`config.mk`:
```
export PLATFORM = sky130hd
export DESIGN_NAME = deflate_job_ctrl
export DESIGN_NICKNAME = d
export VERILOG_FILES = /design/src/rtl/deflate_job_ctrl.sv
export SDC_FILE = /design/constraint.sdc
export NUM_CORES = 1
export LEC_CHECK = 0
export BUFFER_PORTS_ARGS = -buffer_cell sky130_fd_sc_hd__buf_2
export CAP_MARGIN = 10
export CORE_MARGIN = 5
export CORE_UTILIZATION = 45
export DETAILED_ROUTE_END_ITERATION = 8
export PLACE_DENSITY_LB_ADDON = 0.08
export SYNTH_ARGS = -nofsm -noshare
export SYNTH_HDL_FRONTEND = slang
export SYNTH_SLANG_ARGS = --single-unit
```
`constraint.sdc`:
```
create_clock -name clk -period 6.4 [get_ports clk]
set_clock_uncertainty 0.2 [all_clocks]
set_input_delay 0.64 -clock clk [delete_from_list [all_inputs] [get_ports clk]]
set_output_delay 0.64 -clock clk [all_outputs]
set_load 0.05 [all_outputs]
```
`src/rtl/deflate_job_ctrl.sv`:
```
// Job sequencer for the HLS deflate core: loads pixels into the image BRAM, runs the core, reports a result.
// Optional macro DEFLATE_SIZE_CHECK_EN reports status 3 when compressed_size disagrees with the byte count.
module deflate_job_ctrl #(
    parameter int ADDR_W         = 12,
    parameter int DATA_W         = 8,
    parameter int TIMEOUT_CYCLES = 1000000
) (
    input  logic              clk,
    input  logic              rst,
    input  logic              cfg_valid,
    output logic              cfg_ready,
    input  logic [15:0]       cfg_width,
    input  logic [15:0]       cfg_height,
    input  logic              pix_valid,
    output logic              pix_ready,
    input  logic [DATA_W-1:0] pix_data,
    output logic              mem_en,
    output logic              mem_we,
    output logic [ADDR_W-1:0] mem_addr,
    output logic [DATA_W-1:0] mem_din,
    input  logic              core_ce,
    input  logic [ADDR_W-1:0] core_addr,
    output logic              ap_start,
    input  logic              ap_ready,
    input  logic              ap_done,
    input  logic              ap_idle,
    output logic              core_rst,
    output logic [31:0]       width,
    output logic [31:0]       height,
    input  logic              cd_vld,
    input  logic              cs_vld,
    input  logic [31:0]       cs_size,
    output logic              res_valid,
    input  logic              res_ready,
    output logic [31:0]       res_bytes,
    output logic [31:0]       res_size,
    output logic [1:0]        res_status,
    output logic              busy
);

    typedef enum logic [2:0] {S_IDLE, S_LOAD, S_START, S_RUN, S_REPORT} state_t;

    localparam int          CNT_W   = ADDR_W + 1;
    localparam logic [31:0] MAX_PIX = 32'(1) << ADDR_W;
    localparam logic [31:0] WD_LAST = 32'(TIMEOUT_CYCLES - 1);

    localparam logic [1:0] ST_OK       = 2'd0;
    localparam logic [1:0] ST_BAD_CFG  = 2'd1;
    localparam logic [1:0] ST_TIMEOUT  = 2'd2;
    localparam logic [1:0] ST_SIZE_BAD = 2'd3;

    state_t            state_q, state_d;
    logic [15:0]       width_q, width_d;
    logic [15:0]       height_q, height_d;
    logic [CNT_W-1:0]  npix_q, npix_d;
    logic [CNT_W-1:0]  pix_cnt_q, pix_cnt_d;
    logic              wr_en_q, wr_en_d;
    logic [ADDR_W-1:0] wr_addr_q, wr_addr_d;
    logic [DATA_W-1:0] wr_din_q, wr_din_d;
    logic [31:0]       wd_q, wd_d;
    logic              core_rst_q, core_rst_d;
    logic [31:0]       bytes_q, bytes_d;
    logic [31:0]       size_q, size_d;
    logic              cs_seen_q, cs_seen_d;
    logic [1:0]        status_q, status_d;

    logic [31:0] npix_req;
    logic [31:0] bytes_smp;
    logic [31:0] size_smp;
    logic        seen_smp;
    logic [1:0]  done_status;
    logic        core_live;
    logic        own_port;
    logic        unused_ok;

    // Core idle is informational only; completion is tracked through ap_done.
    assign unused_ok = ap_idle;

    always_comb begin
        npix_req  = 32'(cfg_width) * 32'(cfg_height);
        bytes_smp = (cd_vld && (bytes_q != '1)) ? bytes_q + 32'd1 : bytes_q;
        size_smp  = cs_vld ? cs_size : size_q;
        seen_smp  = cs_seen_q | cs_vld;
`ifdef DEFLATE_SIZE_CHECK_EN
        done_status = (!seen_smp || (size_smp != bytes_smp)) ? ST_SIZE_BAD : ST_OK;
`else
        done_status = ST_OK;
`endif
        // The core is considered running from the ap_ready handshake onwards.
        core_live = (state_q == S_RUN) || ((state_q == S_START) && ap_ready);

        state_d    = state_q;
        width_d    = width_q;
        height_d   = height_q;
        npix_d     = npix_q;
        pix_cnt_d  = pix_cnt_q;
        wr_en_d    = 1'b0;
        wr_addr_d  = wr_addr_q;
        wr_din_d   = wr_din_q;
        wd_d       = wd_q;
        core_rst_d = 1'b0;
        bytes_d    = bytes_q;
        size_d     = size_q;
        cs_seen_d  = cs_seen_q;
        status_d   = status_q;

        case (state_q)
            S_IDLE: begin
                if (cfg_valid) begin
                    width_d   = cfg_width;
                    height_d  = cfg_height;
                    npix_d    = npix_req[CNT_W-1:0];
                    pix_cnt_d = '0;
                    wd_d      = '0;
                    bytes_d   = '0;
                    size_d    = '0;
                    cs_seen_d = 1'b0;
                    if ((npix_req == 32'd0) || (npix_req > MAX_PIX)) begin
                        status_d = ST_BAD_CFG;
                        state_d  = S_REPORT;
                    end else begin
                        status_d = ST_OK;
                        state_d  = S_LOAD;
                    end
                end
            end
            S_LOAD: begin
                if (pix_valid) begin
                    wr_en_d   = 1'b1;
                    wr_addr_d = pix_cnt_q[ADDR_W-1:0];
                    wr_din_d  = pix_data;
                    pix_cnt_d = pix_cnt_q + CNT_W'(1);
                    if (pix_cnt_q == (npix_q - CNT_W'(1))) begin
                        state_d = S_START;
                    end
                end
            end
            S_START, S_RUN: begin
                wd_d = wd_q + 32'd1;
                if (core_live) begin
                    bytes_d   = bytes_smp;
                    size_d    = size_smp;
                    cs_seen_d = seen_smp;
                end
                // Watchdog expiry outranks a simultaneous ap_done.
                if (wd_q == WD_LAST) begin
                    core_rst_d = 1'b1;
                    status_d   = ST_TIMEOUT;
                    state_d    = S_REPORT;
                end else if (core_live && ap_done) begin
                    status_d = done_status;
                    state_d  = S_REPORT;
                end else if (core_live) begin
                    state_d = S_RUN;
                end
            end
            S_REPORT: begin
                if (res_ready) begin
                    state_d = S_IDLE;
                end
            end
            default: state_d = S_IDLE;
        endcase
    end

    always_ff @(posedge clk or posedge rst) begin
        if (rst) begin
            state_q    <= S_IDLE;
            width_q    <= '0;
            height_q   <= '0;
            npix_q     <= '0;
            pix_cnt_q  <= '0;
            wr_en_q    <= 1'b0;
            wr_addr_q  <= '0;
            wr_din_q   <= '0;
            wd_q       <= '0;
            core_rst_q <= 1'b0;
            bytes_q    <= '0;
            size_q     <= '0;
            cs_seen_q  <= 1'b0;
            status_q   <= ST_OK;
        end else begin
            state_q    <= state_d;
            width_q    <= width_d;
            height_q   <= height_d;
            npix_q     <= npix_d;
            pix_cnt_q  <= pix_cnt_d;
            wr_en_q    <= wr_en_d;
            wr_addr_q  <= wr_addr_d;
            wr_din_q   <= wr_din_d;
            wd_q       <= wd_d;
            core_rst_q <= core_rst_d;
            bytes_q    <= bytes_d;
            size_q     <= size_d;
            cs_seen_q  <= cs_seen_d;
            status_q   <= status_d;
        end
    end

    // The final pixel write lands in the first START cycle, before the core can issue a read.
    assign own_port   = (state_q == S_START) || (state_q == S_RUN);
    assign mem_en     = wr_en_q | (own_port & core_ce);
    assign mem_we     = wr_en_q;
    assign mem_addr   = wr_en_q ? wr_addr_q : (own_port ? core_addr : '0);
    assign mem_din    = wr_din_q;

    assign cfg_ready  = (state_q == S_IDLE);
    assign pix_ready  = (state_q == S_LOAD);
    assign ap_start   = (state_q == S_START);
    assign core_rst   = core_rst_q;
    assign width      = {16'd0, width_q};
    assign height     = {16'd0, height_q};
    assign res_valid  = (state_q == S_REPORT);
    assign res_bytes  = bytes_q;
    assign res_size   = size_q;
    assign res_status = status_q;
    assign busy       = (state_q != S_IDLE);

endmodule

```
==> out/results.ini <==
[run_status]
outcome = finished, final reports clean

[timing]
hold_viol = 0
setup_slack_ns = 0.105
maxSlewHeadroom_pct = 32.9
finalCriticalPeriod_ns = 6.30
timing.fmax_mhz = 159
whs_ns = 0.189
grt_setup_unrepaired = true
report.final.slew_viol_count = 0
final.period_utilization_pct = 98.4
worst_pin_slew_ns = 1.01
setup_viol = 0

[synthesis]
yosysUniqueCellTypes = 85
synth.yosys.seq_area_share_pct = 26.4
synth_edf_count = 0
synth_seq_cells = 181
synthArstFlopShare_pct = 100
synthesis.area_sq_um = 17200
yosys-top-cells-area = dfrtp_1, fa_1, nand2_1
synth.most_common_cell = nand2_1
synth_area_leader_cell = dfrtp_1
synth_top_area_share_pct = 26.4
yosys_warnings = 0
ys.flop_type = dfrtp_1
synth_commonest_cells = nand2_1, inv_1, fa_1, dfrtp_1, ha_1
synth_cells = 1918
syn_area_per_cell_sq_um = 8.96

[cells_and_area]
final_util_pct = 55.2
final_layout_size_suffix_gt1_share_pct = 22.9
area_delta_synth_final_pct = 21.1
fin_nets = 2614
antenna_cells = 0
nFillCells = 3573
stdcell_area_sq_um = 20800

[route]
drc = 0
drt_pass1_iterations = 5
vias = 14026
wire_per_inst_um = 16.0
drt-initial-drc-count = 733
drtAntennaViolNets = 0
avgViaCountPerCell = 5.12
routed_wl_mm = 43.8

[setup_path]
path_max_fanout = 6
ff2ff_path_depth = 9
arrival_ns = 6.41
timing.critical_path.to_type = flop
worst_setup_path_start_kind = input port
rrSetupSlack_ns = 2.76
crit_type = in -> reg
timing.rr.start = state_q[0]$_DFFE_PP0P_
required_ns = 6.51
timing.rr.end = pix_cnt_q[12]$_DFFE_PP0P_

[floorplan]
rows = 71
start_util_pct = 45.6
io-pin-count = 253
die_w_um = 205
die_area_sq_um = 42200
die_h_um = 205
core_sq_um = 37700

[pwr]
power_density_nw_per_um2 = 654
internal_power_mw = 7.32
power_mw = 13.6
clkPwrFrac_pct = 8.1
leakage_nw = 10.2
vdd_drop_max_v = 0.000897
swShare_pct = 46.3
p_seq_share_pct = 9.6
p_sw_mw = 6.30
p_comb_share_pct = 82.3

[flow_run]
maxCapViolCount = 0

[clocking]
cts_buffers = 17
cts_tree = built
clock_latency_ns = 0.44
cts_buffer_depth = 2
clock_sinks = 181
cts_max_level = 4
clk_pin_slew_worst_paths_ns = 0.08
clock-root-buffer = clkbuf_16

[global_route]
grt.overflow.total = 0
grt_antenna_before_repair = 0
grt_max_degree = 111
grt_pass1_wl_mm = 72.7
gr-usage-all-layers_pct = 20.9
first_global_vias = 14471

[place]
portBuffers = 219
routabilityCongestion = 0.861
dpl.hpwl_mm = 35.3
dpl-instance-area_sq_um = 19700
preCtsSetupSlack_ns = -0.629

[hold_path]
hold_path.class = in -> async

[power groups by stage]
stage	logic (mW)	registers, mW	clock network, mW
floorplan	6.42	1.45	0
global placement	9.70	1.33	0
detailed placement	9.80	1.33	0
CTS	10.1	1.31	1.13
global route	12.4	1.32	1.17
finish	11.2	1.31	1.10
[worst max path at each step]
stage	start	end	slack (ns)	cells past startpoint
2_1_floorplan	cfg_height[4]	state_q[2]$_DFFE_PP0P_	-0.04	23
3_3_place_gp	cfg_width[8]	state_q[2]$_DFFE_PP0P_	-0.55	19
3_5_place_dp	cfg_width[8]	state_q[0]$_DFFE_PP0P_	-0.63	19
4_1_cts	cfg_width[6]	state_q[2]$_DFFE_PP0P_	0.003	23
5_1_grt	cfg_width[11]	state_q[2]$_DFFE_PP0P_	-0.08	20
6_report	cfg_width[6]	state_q[2]$_DFFE_PP0P_	0.10	21
[worst max-delay path, stage by stage]
cell	delay [ns]
buf_4	0.14
buf_12	0.14
buf_4	0.13
nand2_2	0.07
fa_1	0.43
fa_2	0.55
fa_2	0.45
fa_1	0.53
fa_2	0.45
fa_1	0.50
inv_2	0.05
ha_4	0.28
and3_4	0.20
nand2_4	0.06
o21ai_4	0.18
a41oi_4	0.14
a2bb2oi_2	0.17
mux2_4	0.31
or4_4	0.54
o31ai_4	0.30
nand4_1	0.13
[registers in the layout, indices dropped and copies added (netlist names)]
| name | count |
|---|---|
| wr_addr_q | 12 |
| wd_q | 32 |
| width_q | 16 |
| mem_din | 8 |
| res_status | 2 |
| pix_cnt_q | 13 |
| mem_we | 1 |
| height_q | 16 |
| res_size | 32 |
| npix_q | 13 |
| core_rst | 1 |
| state_q | 3 |
| res_bytes | 32 |
[kinds of logic (layout without fill, tap and decap cells)]
family / count (synthesis) / count (layout) / share of synthesized area [%]
AND/OR/NAND/NOR: 798 / 798 / 21.5
buffers and inverters: 328 / 608 / 8.17
adder cells (fa/ha/maj): 302 / 302 / 30.5
AO/OA/AOI/OAI: 229 / 229 / 9.24
flip-flops: 181 / 181 / 26.4
XOR/XNOR: 65 / 65 / 3.31
multiplexers: 14 / 14 / 0.860
other: 1 / 32 / 0.0218
[placed cells by master, fill, tap and decap left out, types with 18 or more instances in the layout]
cell	n
nand4_1	27
buf_2	193
a22o_1	32
ha_1	91
conb_1	32
and2_1	102
buf_4	159
nand3_1	49
inv_1	198
xor2_1	33
o21ai_0	63
nor2_1	79
nand2_1	434
clkbuf_16	18
xnor2_1	32
fa_1	180
dfrtp_1	181
a21oi_1	32
[metrics by stage]
stage | instances | setup TNS, ns
final | 2740 | 0
after global routing | 2740 | -0.136
after CTS | 2736 | 0
after detailed placement | 2705 | -1.81
after global placement | 2705 | -1.58
after floorplan | 1949 | -0.0470
[timing repair]
action	4_1_cts	5_1_grt
endpoints found under the hold margin	0	0
buffers inserted	0	3
gates resized for setup	32	69
pin swaps	5	39
cloned	0	1
hold buffers	0	0
setup endpoints to repair	3	3
[layer usage]
layer | GRT usage [%] | vias to the layer above | wire (um)
met5 | 0 | - | 0
met4 | 4.71 | 0 | 726
met3 | 2.52 | 49 | 1400
met2 | 36.5 | 242 | 22300
met1 | 28.1 | 7002 | 19400
li1 | - | 6733 | -
[final cells by class]
class	instances	area, sq um	share of cell area, %
Tap cell	511	639	3.07
Clock inverter	12	168	0.806
Sequential cell	181	4530	21.8
Inverter	202	763	3.67
Clock buffer	19	433	2.08
Timing Repair Buffer	375	2460	11.8
Multi-Input combinational cell	1440	11800	56.8
No activity file was read; power rests on OpenSTA's default activity.
